===== src/rtl/game_pkg.sv =====
// Shared definitions for the Chicken Cha-Cha-Cha turn sequencer and its datapath:
// FSM state encoding, player index width and the player-advance rule.
package game_pkg;

  localparam int PLAYER_W = 2;

  typedef enum logic [2:0] {
    S_IDLE      = 3'd0,
    S_FLIP_WAIT = 3'd1,
    S_EVAL      = 3'd2,
    S_SETTLE    = 3'd3,
    S_WIN       = 3'd4
  } state_t;

  // Next player after t, wrapping after the last player index.
  function automatic logic [PLAYER_W-1:0] player_advance(
    input logic [PLAYER_W-1:0] t,
    input logic [PLAYER_W-1:0] last
  );
    return (t == last) ? '0 : PLAYER_W'(t + 1'b1);
  endfunction

  // A single-player game makes no sense, so N=0 is played as two players.
  function automatic logic [PLAYER_W-1:0] coerce_last(input logic [PLAYER_W-1:0] n);
    return (n == '0) ? PLAYER_W'(1) : n;
  endfunction

endpackage


===== src/rtl/game_ctrl_edge_det.sv =====
// Rising-edge detector; history resets high so a button held through reset never fires.
module edge_det (
  input  logic clk,
  input  logic rst,
  input  logic i_d,
  output logic o_rise
);

  logic r_prev;

  always_ff @(posedge clk or posedge rst) begin
    if (rst) begin
      r_prev <= 1'b1;
    end else begin
      r_prev <= i_d;
    end
  end

  assign o_rise = i_d & ~r_prev;

endmodule


===== src/rtl/game_ctrl.sv =====
// Turn-sequencing FSM: converts button edges into flip/check requests, consumes the
// datapath go/C/W results and drives the move, steal and turn-pass strobes.
module game_ctrl
  import game_pkg::*;
#(
  parameter int TIMEOUT_CYCLES = 250_000_000,
  parameter int CNT_W          = $clog2(TIMEOUT_CYCLES + 1)
) (
  input  logic                clk,
  input  logic                rst,
  input  logic                start,
  input  logic                flip,
  input  logic [PLAYER_W-1:0] N,
  input  logic                go,
  input  logic                C,
  input  logic                W,
  output logic                check_req,
  output logic                move,
  output logic                steal,
  output logic                statecombo_next_turn,
  output logic [PLAYER_W-1:0] T,
  output logic                game_over,
  output logic [PLAYER_W-1:0] winner
);

  state_t              r_state;
  logic [PLAYER_W-1:0] r_t;
  logic [PLAYER_W-1:0] r_last;
  logic [PLAYER_W-1:0] r_winner;
  logic                r_game_over;
  logic                r_check_req;
  logic                r_move;
  logic                r_steal;
  logic                r_pass;
  logic [CNT_W-1:0]    r_cnt;

  state_t              w_state_next;
  logic [PLAYER_W-1:0] w_t_next;
  logic [PLAYER_W-1:0] w_last_next;
  logic [PLAYER_W-1:0] w_winner_next;
  logic                w_game_over_next;
  logic                w_check_req_next;
  logic                w_move_next;
  logic                w_steal_next;
  logic                w_pass_next;
  logic [CNT_W-1:0]    w_cnt_next;
  logic                w_start_rise;
  logic                w_flip_rise;
  logic                w_timeout;

  edge_det u_start_edge (.clk(clk), .rst(rst), .i_d(start), .o_rise(w_start_rise));
  edge_det u_flip_edge  (.clk(clk), .rst(rst), .i_d(flip),  .o_rise(w_flip_rise));

  assign w_timeout = (r_cnt == CNT_W'(TIMEOUT_CYCLES - 1));

  always_comb begin
    w_state_next     = r_state;
    w_t_next         = r_t;
    w_last_next      = r_last;
    w_winner_next    = r_winner;
    w_game_over_next = r_game_over;
    w_check_req_next = 1'b0;
    w_move_next      = 1'b0;
    w_steal_next     = 1'b0;
    w_pass_next      = 1'b0;
    w_cnt_next       = r_cnt;
    case (r_state)
      S_IDLE: begin
        if (w_start_rise) begin
          w_state_next = S_FLIP_WAIT;
          w_t_next     = '0;
          w_last_next  = coerce_last(N);
          w_cnt_next   = '0;
        end
      end
      S_FLIP_WAIT: begin
        // A flip landing on the timeout cycle still counts as a flip.
        if (w_flip_rise) begin
          w_check_req_next = 1'b1;
          w_state_next     = S_EVAL;
          w_cnt_next       = '0;
        end else if (w_timeout) begin
          w_pass_next = 1'b1;
          w_t_next    = player_advance(r_t, r_last);
          w_cnt_next  = '0;
        end else begin
          w_cnt_next = CNT_W'(r_cnt + 1'b1);
        end
      end
      S_EVAL: begin
        if (go) begin
          w_move_next  = 1'b1;
          w_state_next = S_SETTLE;
        end else begin
          w_pass_next  = 1'b1;
          w_t_next     = player_advance(r_t, r_last);
          w_state_next = S_FLIP_WAIT;
          w_cnt_next   = '0;
        end
      end
      S_SETTLE: begin
        w_cnt_next = '0;
        if (W) begin
          w_state_next     = S_WIN;
          w_winner_next    = r_t;
          w_game_over_next = 1'b1;
        end else begin
          w_steal_next = C;
          w_state_next = S_FLIP_WAIT;
        end
      end
      S_WIN: begin
        if (w_start_rise) begin
          w_state_next     = S_IDLE;
          w_t_next         = '0;
          w_winner_next    = '0;
          w_game_over_next = 1'b0;
        end
      end
      default: begin
        w_state_next = S_IDLE;
      end
    endcase
  end

  always_ff @(posedge clk or posedge rst) begin
    if (rst) begin
      r_state     <= S_IDLE;
      r_t         <= '0;
      r_last      <= PLAYER_W'(1);
      r_winner    <= '0;
      r_game_over <= 1'b0;
      r_check_req <= 1'b0;
      r_move      <= 1'b0;
      r_steal     <= 1'b0;
      r_pass      <= 1'b0;
      r_cnt       <= '0;
    end else begin
      r_state     <= w_state_next;
      r_t         <= w_t_next;
      r_last      <= w_last_next;
      r_winner    <= w_winner_next;
      r_game_over <= w_game_over_next;
      r_check_req <= w_check_req_next;
      r_move      <= w_move_next;
      r_steal     <= w_steal_next;
      r_pass      <= w_pass_next;
      r_cnt       <= w_cnt_next;
    end
  end

  assign check_req            = r_check_req;
  assign move                 = r_move;
  assign steal                = r_steal;
  assign statecombo_next_turn = r_pass;
  assign T                    = r_t;
  assign game_over            = r_game_over;
  assign winner               = r_winner;

endmodule


===== config.mk =====
export PLATFORM = sky130hd
export DESIGN_NAME = game_ctrl
export DESIGN_NICKNAME = d
export VERILOG_FILES = /design/src/rtl/game_pkg.sv /design/src/rtl/game_ctrl_edge_det.sv /design/src/rtl/game_ctrl.sv
export SDC_FILE = /design/constraint.sdc
export NUM_CORES = 1
export LEC_CHECK = 0
export ABC_AREA = 0
export BUFFER_PORTS_ARGS = -buffer_cell sky130_fd_sc_hd__buf_2
export CAP_MARGIN = 20
export CORE_ASPECT_RATIO = 2
export CORE_MARGIN = 2
export CORE_UTILIZATION = 56
export CTS_BUF_LIST = sky130_fd_sc_hd__clkbuf_2
export CTS_CLUSTER_DIAMETER = 50
export CTS_CLUSTER_SIZE = 25
export DETAILED_ROUTE_END_ITERATION = 10
export MAX_ROUTING_LAYER = met4
export PLACE_DENSITY = 0.78
export SKIP_CTS_REPAIR_TIMING = 1
export SLEW_MARGIN = 0
export SYNTH_ARGS = -nofsm -noshare
export SYNTH_HDL_FRONTEND = slang
export SYNTH_SLANG_ARGS = --single-unit

===== constraint.sdc =====
create_clock -name clk -period 2 [get_ports clk]
set_input_delay 0.5 -clock clk [delete_from_list [all_inputs] [get_ports clk]]
set_output_delay 0.5 -clock clk [all_outputs]
set_load 0.1 [all_outputs]

==> results of run 1 <==
final timing paths:
path	start	endpoint	slack, ns	depth (start not counted)
max	r_cnt[1]$_DFFE_PP0P_	T[0]$_DFFE_PP0P_	-0.06	6
min	rst	T[0]$_DFFE_PP0P_	0.01	2
max reg2reg	r_cnt[1]$_DFFE_PP0P_	T[0]$_DFFE_PP0P_	-0.06	6
min reg2reg	game_over$_DFFE_PP0P_	game_over$_DFFE_PP0P_	0.51	1
max in group asynchronous	rst	r_cnt[14]$_DFFE_PP0P_	1.48	3
min in group clk	start	u_start_edge.r_prev$_DFF_PP1_	0.17	1
routing by layer:
metal,track usage [%],share of wire [%],vias to the layer above,routed length (µm)
li1,-,-,863,-
met1,26.3,35,865,1780
met2,47.1,58,46,2920
met3,3.71,2.4,17,123
met4,14.5,4.0,0,202
met5,-,0,-,0
power groups by stage:
stage	registers, mW	clock network [mW]	logic, mW
6_report	1.12	0.507	1.48
5_1_grt	1.13	0.554	1.58
2_1_floorplan	1.55	0	0.581
4_1_cts	1.11	0.518	1.35
3_3_place_gp	1.13	0	1.33
3_5_place_dp	1.13	0	1.35
cell type report:
class                   count  area (µm²)  area share [%]
inverters                   9        33.8            1.28
flip-flops and latches     44        1100            42.0
clock inverters             3        42.5            1.62
repair buffers             41         308            11.7
well taps                  51        63.8            2.43
clock buffers               5        25.0           0.951
multi-input cells         167        1050            40.0
sequential cells by signal, summed over array words and instances (netlist names):
name,flops
game_over,1
steal,1
r_state,3
u_flip_edge.r_prev,1
u_start_edge.r_prev,1
T,2
move,1
r_cnt,28
statecombo_next_turn,1
check_req,1
r_last,2
winner,2
cell families (layout without fill, tap and decap cells):
group | Yosys count | in the layout | share of synthesized area, %
XOR/XNOR | 26 | 26 | 10.3
AND/OR/NAND/NOR | 115 | 115 | 27.1
adder cells (fa/ha/maj) | 1 | 1 | 0.565
buffers and inverters | 17 | 58 | 3.39
AO/OA/AOI/OAI | 23 | 23 | 7.75
flip-flops | 44 | 44 | 49.9
multiplexers | 2 | 2 | 0.961
worst reg2reg max path, stage by stage (launching register included):
cell and delay, ns:
dfrtp_1 0.44, ha_2 0.21, nand3_2 0.09, or4_4 0.50
or3_4 0.41, a22oi_4 0.19, mux2i_1 0.19
cell usage after synthesis (2+ instances only):
cell type / count
a21oi_1: 2
a22o_1: 2
a31oi_1: 3
and2_1: 2
and3_1: 6
buf_2: 3
buf_4: 2
clkbuf_1: 3
dfrtp_1: 41
dfstp_2: 3
inv_1: 8
nand2_1: 17
nand2b_1: 4
nand3_1: 13
nand4_1: 14
nor2_1: 36
nor2b_1: 5
nor3_1: 3
nor3b_1: 2
nor4_1: 2
nor4bb_1: 3
o21ai_0: 2
o21ai_1: 6
xnor2_1: 4
xor2_1: 22
==> metrics.md, run 1 <==
| Metric | Value |
|---|---|
| DRT iter0 DRCs | 38 |
| TNS Setup | -0.105 ns |
| DP Area | 2500 µm² |
| I/O Pins | 18 |
| NetSw | 1.39 mW |
| Design area | approximately 2600 µm² |
| Initial antenna violation count | 0 |
| Count of pins over their slew limit | 0 |
| Post-synth top area share | 46.4% |
| Core area | 3800 µm² |
| Outcome | complete, but fails checks |
| Post-Synthesis Cells | 228 |
| Initial Util | 58.2% |
| RSZ-0062 raised after global routing | yes |
| Total Wirelength | 5030 µm |
| PortBufs | 17 |
| Grt total ovfl | 0 |
| Pre-CTS setup slack | -0.0418 ns |
| Synth async-reset ratio | 100% |
| CP Buf/Inv Count | 0 |
| Worst setup SP type | register |
| Final period util | 103% |
| 1st-pass router iterations | 4 |
| Global-route wire length before repair | between 8000 and 9000 µm |
| Max clock buf depth | 2 |
| HP Class | in -> async |
| Gr usage total | 26.0% |
| Critical Path RT | 2.38 ns |
| Internal power | 1.71 mW |
| Post-synthesis cell area | 2210 µm² |
| Commonest non-fill, non-tap cell in the layout | dfrtp_1 |
| Worst-Skew Late Latency | 0.42 ns |
| Post-synth top area cell | dfrtp_1 |
| CTS HTree Levels | 2 |
| Clk sinks | 44 |
| Synth Net Count | approximately 240 |
| Top post-synthesis cells by area | dfrtp_1 46%, xor2_1 8.7%, nor2_1 6.1% |
| CP delay by family, top | simple AND/OR/NAND/NOR gates |
| DIE WIDTH | 48.5 µm |
| Vias in the first global route | 1943 |
| Drt drc | 0 |
| Routability cong. | 0.872 |
| Dpl cells | 309 |
| Commonest non-fill, non-tap cells in the layout | 41 x dfrtp_1, 36 x nor2_1, 22 x xor2_1 |
| CP max-delay cell | or4_4 |
| Smallest hold slack | 0.0122 ns |
| Die Y | 92.9 µm |
| Largest net degree at the start of global routing | 30 |
| CP max FO | 3 |
| Synth warn | 0 |
| Die Area | 4500 µm² |
| Via count | 1791 |
| Clock skew | 0.0235 ns |
| Sequential area share after synthesis | 49.9% |
| Share of total power in sequential cells | 36.1% |
| FF+latch count, synth | 44 |
| CP peak stage delay | 0.50 ns |
| Setup ws final | -0.0647 ns |
| Final Power | ~3.1 mW |
| Cell Chain, Critical Path | ha_2, nand3_2, or4_4, or3_4, a22oi_4, mux2i_1 |
| Layout Nets | 278 |
| Filler instances | 285 |
| Power share of the combinational group | between 40 and 50% |
| Slew HR | 61.1% |
| Fin util | 69.1% |
| Final setup vio count | 2 |
| CP arrival | approximately 2.4 ns |
| Layout cells sized above 1 | 23.4% |
| Synthesized area per cell | 9.71 µm² |
| Ant. Diodes | 0 |
| Post-synth EDFFs | 0 |
| Non-filler cells, final | 320 |
| Maximum clock frequency | 484 MHz |
| Primary FF master, synth | dfrtp_1 |
| Crit end category | register |
| Worst-path clk slew | 0.24 ns |
| Crit path time final | 2.06 ns |
| Dpl hpwl | 3660 µm |
| Worst-Margin Slew | 0.580 ns |
| Area Overhead vs Synth | 18.8% |
| Count of antenna-violating nets left after detailed routing | 0 |
| Row count | 32 |
| Switching share of power | between 40% and 50% |
| Clock power frac | between 15 and 20% |
| Vias/cell | around 5.6 |
| CTS tree | yes |
| Failing checks | setup timing |
| Max cap viols | 0 |
| Leakage | 1.20 nW |
| Max VDD drop | 1.08 mV |
| CTS buffer count | 5 |
| Final hold vios | 0 |
| Yosys cell types | 45 |
| Clk root buf | clkbuf_2 |
| Power Density | 1180 nW/µm² |
| CP Class | reg -> reg |
| Avg WL per Cell | 15.7 µm |
Note: power is estimated with default switching activity, not from simulation.
==> run 2: changes to the inputs <==
--- a/config.mk
+++ b/config.mk
@@ -11,7 +11,7 @@
 export CORE_ASPECT_RATIO = 2
 export CORE_MARGIN = 2
 export CORE_UTILIZATION = 56
-export CTS_BUF_LIST = sky130_fd_sc_hd__clkbuf_2
+export CTS_BUF_LIST = sky130_fd_sc_hd__clkbuf_8
 export CTS_CLUSTER_DIAMETER = 50
 export CTS_CLUSTER_SIZE = 25
 export DETAILED_ROUTE_END_ITERATION = 10
==> run 2 against run 1 <==
The flow still finishes with violations (setup timing). First-iteration DRC count shrank 11%. Worst hold slack gained 0.16 ns. Critical path type unchanged. Critical path depth is the same. Highest routed layer unchanged. Combinational power shrank 7%. Sequential power is essentially flat. Largest cell class unchanged. Core utilization grew 0.36 points. Maximum frequency grew 2.8%.
==> metrics.md, run 2 (synthesized netlist as in run 1, its figures left out) <==
| Metric | Value |
|---|---|
| Commonest non-fill, non-tap cell in the layout | dfrtp_1 |
| Via count | 1816 (+1.4%) |
| CP arrival | 2.25 ns (-0.19 ns) |
| HP Class | in -> async |
| Critical Path RT | 2.24 ns (-0.14 ns) |
| Final period util | 100% (-2.8 points) |
| Die Area | 4500 µm² (unchanged) |
| RSZ-0062 raised after global routing | yes |
| Clk root buf | clkbuf_8 |
| Max cap viols | 0 (unchanged) |
| I/O Pins | 18 (unchanged) |
| Ant. Diodes | 0 (unchanged) |
| Worst-Margin Slew | 0.582 ns (+0.00191 ns) |
| Power Density | 1210 nW/µm² (+2.3%) |
| Global-route wire length before repair | 8790 µm (+1.9%) |
| Max FFs per register | 28 (unchanged) |
| CP Class | reg -> reg |
| Pre-CTS setup slack | -0.0418 ns (unchanged) |
| Routability cong. | 0.872 (unchanged) |
| CTS tree | yes |
| Vias/cell | 5.69 (+1.7%) |
| Grt total ovfl | 0 (unchanged) |
| PortBufs | 17 (unchanged) |
| Outcome | complete, but fails checks |
| Final Power | 3.19 mW (+2.8%) |
| Slew HR | 61.0% (-0.13 points) |
| Drt drc | 0 (unchanged) |
| Worst-Skew Late Latency | 0.31 ns (-0.11 ns) |
| Max clock buf depth | 2 (unchanged) |
| Die Y | 92.9 µm (unchanged) |
| Design area | 2640 µm² (+0.52%) |
| Setup ws final | -0.00872 ns (+0.0560 ns) |
| Clk sinks | 44 (unchanged) |
| Max VDD drop | 1.00 mV (-7.0%) |
| Area Overhead vs Synth | 19.4% |
| Dpl hpwl | 3660 µm (unchanged) |
| Core area | 3800 µm² (unchanged) |
| Crit path time final | 2.01 ns (-0.0560 ns) |
| Commonest non-fill, non-tap cells in the layout | 41 x dfrtp_1, 36 x nor2_1, 22 x xor2_1 |
| Layout Nets | 277 (-0.36%) |
| CTS HTree Levels | 2 (unchanged) |
| Vias in the first global route | 1973 (+1.5%) |
| Worst-path clk slew | 0.09 ns (-0.15 ns) |
| DP Area | 2500 µm² (unchanged) |
| Worst setup SP type | register |
| CP max FO | 3 (unchanged) |
| DRT iter0 DRCs | 34 (-11%) |
| Layout cells sized above 1 | 23.1% (-0.29 points) |
| Final hold vios | 0 (unchanged) |
| Initial Util | 58.2% (unchanged) |
| Row count | 32 (unchanged) |
| Largest net degree at the start of global routing | 30 (unchanged) |
| Final setup vio count | 1 (-1) |
| Smallest hold slack | 0.171 ns (+0.159 ns) |
| Leakage | 1.20 nW (-0.16%) |
| Failing checks | setup timing |
| Largest regs | r_cnt: 28 flops, r_state: 3 flops |
| 1st-pass router iterations | 4 (unchanged) |
| Avg WL per Cell | 15.7 µm (about the same) |
| DIE WIDTH | 48.5 µm (unchanged) |
| Maximum clock frequency | 498 MHz (+2.8%) |
| Count of pins over their slew limit | 0 (unchanged) |
| CTS buffer count | 5 (unchanged) |
| Initial antenna violation count | 0 (unchanged) |
| Crit end category | register |
| Count of antenna-violating nets left after detailed routing | 0 (unchanged) |
| Gr usage total | 26.6% (+0.64 points) |
| Largest Register | r_cnt |
| Clock skew | 0.0103 ns (-0.0133 ns) |
| Total Wirelength | 5020 µm (-0.34%) |
[run 2: area by class of cell]
type | count | area [µm²]
inverters | 9 | 33.8
flip-flops and latches | 44 | 1100
multi-input cells | 167 | 1050
clock inverters | 3 | 42.5
well taps | 51 | 63.8
clock buffers | 5 | 68.8
fillers | 283 | 1160
repair buffers | 40 | 283
[run 2: critical path, stage by stage (launching register included)]
cell	delay (ns)
dfrtp_1	0.37
ha_2	0.20
nand3_2	0.08
or4_4	0.50
or3_4	0.41
a22oi_4	0.19
mux2i_1	0.19
[run 2: per-stage QoR]
| step | setup TNS, ns | utilization [%] | instances |
|---|---|---|---|
| 3_5_place_dp | -0.104 | 65.8 | 309 |
| 4_1_cts | -1.07 | 68.8 | 317 |
| 5_1_grt | -0.103 | 69.5 | 319 |
| 2_1_floorplan | 0 | - | 228 |
| 6_report | -0.00872 | 69.5 | 319 |
| 3_3_place_gp | 0 | 65.8 | 309 |
[run 2: final timing paths]
check                                      start                      endpoint  slack [ns]  depth (start not counted)
setup / recovery            r_cnt[0]$_DFFE_PP0P_              T[0]$_DFFE_PP0P_      -0.009                          6
hold / removal                               rst         winner[1]$_DFFE_PP0P_        0.17                          2
setup reg to reg            r_cnt[0]$_DFFE_PP0P_              T[0]$_DFFE_PP0P_      -0.009                          6
hold reg to reg            game_over$_DFFE_PP0P_         game_over$_DFFE_PP0P_        0.48                          1
max in group asynchronous                    rst         r_cnt[17]$_DFFE_PP0P_        1.33                          3
min in group clk                            flip  u_flip_edge.r_prev$_DFF_PP1_        0.31                          1
[run 2: per-layer routing]
metal	vias to the layer above	track usage [%]	share of wire [%]
met1	888	26.5	35
met2	48	47.7	58
li1	862	-	-
met3	18	4.52	3.2
met4	0	16.0	4.1
met5	-	-	0
[run 2: where the power goes]
part	switching, mW	leakage [nW]	internal, mW
sequential	0.0991	0.590	1.02
combinational	0.970	0.554	0.406
clock	0.323	0.0541	0.370
total	1.39	1.20	1.80
==> run 3: changes to the inputs <==
--- a/config.mk
+++ b/config.mk
@@ -17,7 +17,6 @@
 export DETAILED_ROUTE_END_ITERATION = 10
 export MAX_ROUTING_LAYER = met4
 export PLACE_DENSITY = 0.78
-export SKIP_CTS_REPAIR_TIMING = 1
 export SLEW_MARGIN = 0
 export SYNTH_ARGS = -nofsm -noshare
 export SYNTH_HDL_FRONTEND = slang
==> run 3 against run 2 <==
The run now ends clean. Critical endpoint unchanged. Critical path type unchanged. Flip-flop and latch count stayed put. Wire length rose by 0.66%. Power is 0.24% higher.
==> metrics.md, run 3 (synthesized netlist as in run 1, its figures left out) <==
| Metric | Value |
|---|---|
| CP max-delay cell | or4_4 |
| Crit path to | T[0]$_DFFE_PP0P_ |
| Crit path time final | 1.97 ns (-0.0354 ns) |
| Layout Nets | 280 (+1.1%) |
| Maximum clock frequency | 507 MHz (+1.8%) |
| Pre-CTS setup slack | -0.0418 ns (unchanged) |
| Internal power | 1.80 mW (+0.43%) |
| Avg WL per Cell | 15.7 µm (-0.28%) |
| Crit end category | register |
| Power Density | 1200 nW/µm² (-0.61%) |
| Reg2reg start | r_cnt[1]$_DFFE_PP0P_ |
| Max clock buf depth | 2 (unchanged) |
| Largest regs | r_cnt: 28 flops, r_state: 3 flops |
| Share of total power in sequential cells | 35.0% (about the same) |
| Commonest non-fill, non-tap cell in the layout | dfrtp_1 |
| Register area | 1100 µm² (unchanged) |
| Largest Register | r_cnt |
| CP max FO | 3 (unchanged) |
| Drt drc | 0 (unchanged) |
| Non-filler cells, final | 322 (+0.94%) |
| Area Overhead vs Synth | 20.5% |
| Power share of the combinational group | 43.3% (about the same) |
| Final hold vios | 0 (unchanged) |
| Final setup vio count | 0 (-1) |
| Row count | 32 (unchanged) |
| Worst-path clk slew | 0.09 ns (about the same) |
| CP Buf/Inv Count | 0 (unchanged) |
| DP Area | 2500 µm² (unchanged) |
| Max FFs per register | 28 (unchanged) |
| Via count | 1806 (-0.55%) |
| TNS Setup | 0 ns (+0.00872 ns) |
| CP Class | reg -> reg |
| Final period util | 98.7% (-1.8 points) |
| Clk sinks | 44 (unchanged) |
| Dpl hpwl | 3660 µm (unchanged) |
| Critical path depth in cells | 6 (unchanged) |
| Max cap viols | 0 (unchanged) |
| Critical Path RT | 2.24 ns (about the same) |
| CTS HTree Levels | 2 (unchanged) |
| Dpl cells | 309 (unchanged) |
| CTS buffer count | 5 (unchanged) |
| Initial antenna violation count | 0 (unchanged) |
| Commonest non-fill, non-tap cells in the layout | 41 x dfrtp_1, 36 x nor2_1, 24 x buf_4 |
| Area of the multi-input gates | 1050 µm² (unchanged) |
| Switching share of power | 43.6% (-0.10 points) |
| Clock power frac | 21.7% (about the same) |
| Max VDD drop | 0.999 mV (-0.29%) |
| Die Y | 92.9 µm (unchanged) |
| Layout cells sized above 1 | 24.0% (+0.85 points) |
| Worst Setup SP | r_cnt[1]$_DFFE_PP0P_ |
| Clk root buf | clkbuf_8 |
| Count of pins over their slew limit | 0 (unchanged) |
| CTS tree | yes |
| Vias/cell | 5.61 (-1.5%) |
| Worst-Skew Late Latency | 0.31 ns (about the same) |
| Worst-Margin Slew | 0.584 ns (+0.00269 ns) |
| Setup ws final | 0.0267 ns (+0.0354 ns) |
| R2R depth | 6 (unchanged) |
| Global-route wire length before repair | 8850 µm (+0.63%) |
| Clock skew | 0.00741 ns (-0.00287 ns) |
| PortBufs | 17 (unchanged) |
| CP arrival | 2.21 ns (-0.04 ns) |
| Vias in the first global route | 1963 (-0.51%) |
| Ant. Diodes | 0 (unchanged) |
| Leakage | 1.21 nW (+1.2%) |
| RSZ-0062 raised after global routing | yes |
| NetSw | 1.39 mW (about the same) |
| Routability cong. | 0.872 (unchanged) |
| Reg-to-reg critical path endpoint | T[0]$_DFFE_PP0P_ |
| R2r setup slk | 0.03 ns (+0.04 ns) |
| DIE WIDTH | 48.5 µm (unchanged) |
| Fin util | 70.1% (+0.59 points) |
| Cell Chain, Critical Path | ha_2, nand3_2, or4_4, or3_4, a22oi_4, mux2i_1 |
| Initial Util | 58.2% (unchanged) |
| Largest net degree at the start of global routing | 30 (unchanged) |
| Design area | 2670 µm² (+0.85%) |
| Die Area | 4500 µm² (unchanged) |
| CP delay by family, top | simple AND/OR/NAND/NOR gates |
| HP Class | in -> async |
| 1st-pass router iterations | 4 (unchanged) |
| Count of antenna-violating nets left after detailed routing | 0 (unchanged) |
| DRT iter0 DRCs | 45 (+32%) |
| I/O Pins | 18 (unchanged) |
| Final Power | 3.20 mW (+0.24%) |
| CP peak stage delay | 0.50 ns (about the same) |
| Core area | 3800 µm² (unchanged) |
| Smallest hold slack | 0.170 ns (-0.00120 ns) |
| Filler instances | 279 (-1.4%) |
| Total Wirelength | 5050 µm (+0.66%) |
| Grt total ovfl | 0 (unchanged) |
| Gr usage total | 26.9% (+0.28 points) |
| Outcome | completed |
| Worst setup SP type | register |
| Slew HR | 60.8% (-0.18 points) |
-- run 3: cell types whose count changed in the layout (fill, tap and decap cells not counted) --
| cell | before | now |
|---|---|---|
| buf_4 | 21 | 24 |
-- run 3: how the worst min path moves through the flow --
| stage | from | end | slack, ns | cells after the start |
|---|---|---|---|---|
| after floorplan | r_last[0]$_DFFE_PP1P_ | r_last[0]$_DFFE_PP1P_ | 0.48 | 2 |
| after global placement | game_over$_DFFE_PP0P_ | game_over$_DFFE_PP0P_ | 0.46 | 1 |
| after detailed placement | game_over$_DFFE_PP0P_ | game_over$_DFFE_PP0P_ | 0.47 | 1 |
| after CTS | rst | T[0]$_DFFE_PP0P_ | 0.18 | 2 |
| after global routing | rst | steal$_DFF_PP0_ | 0.22 | 2 |
| final | rst | steal$_DFF_PP0_ | 0.17 | 2 |
-- run 3: power by group through the flow --
stage	clock network, mW	registers [mW]	logic [mW]
6_report	0.693	1.12	1.38
5_1_grt	0.740	1.13	1.48
4_1_cts	0.696	1.11	1.37
3_5_place_dp	0	1.13	1.35
3_3_place_gp	0	1.13	1.33
2_1_floorplan	0	1.55	0.581
-- run 3: layout make-up --
class                      instances  area share, %
inverter                           9           1.27
multi-input combinational        167           39.3
clock buffer                       5           2.58
clock inverter                     3           1.60
sequential                        44           41.4
timing repair buffer              43           11.5
tap                               51           2.39
-- run 3: timing repair --
action,in CTS,in global routing
hold buffers,0,0
pin swaps,4,2
setup endpoints to repair,27,27
gates resized for setup,3,1
buffers inserted,3,2
-- run 3: layer usage --
metal | global-route usage (%) | wire (µm)
met3 | 4.35 | 130
met5 | - | 0
met4 | 16.0 | 189
met2 | 48.8 | 2940
met1 | 26.4 | 1790
-- run 3: worst register-to-register path, cell delays in order, from the launching register on --
cell	delay (ns)
dfrtp_1	0.37
ha_2	0.20
nand3_2	0.09
or4_4	0.50
or3_4	0.37
a22oi_4	0.19
mux2i_1	0.19
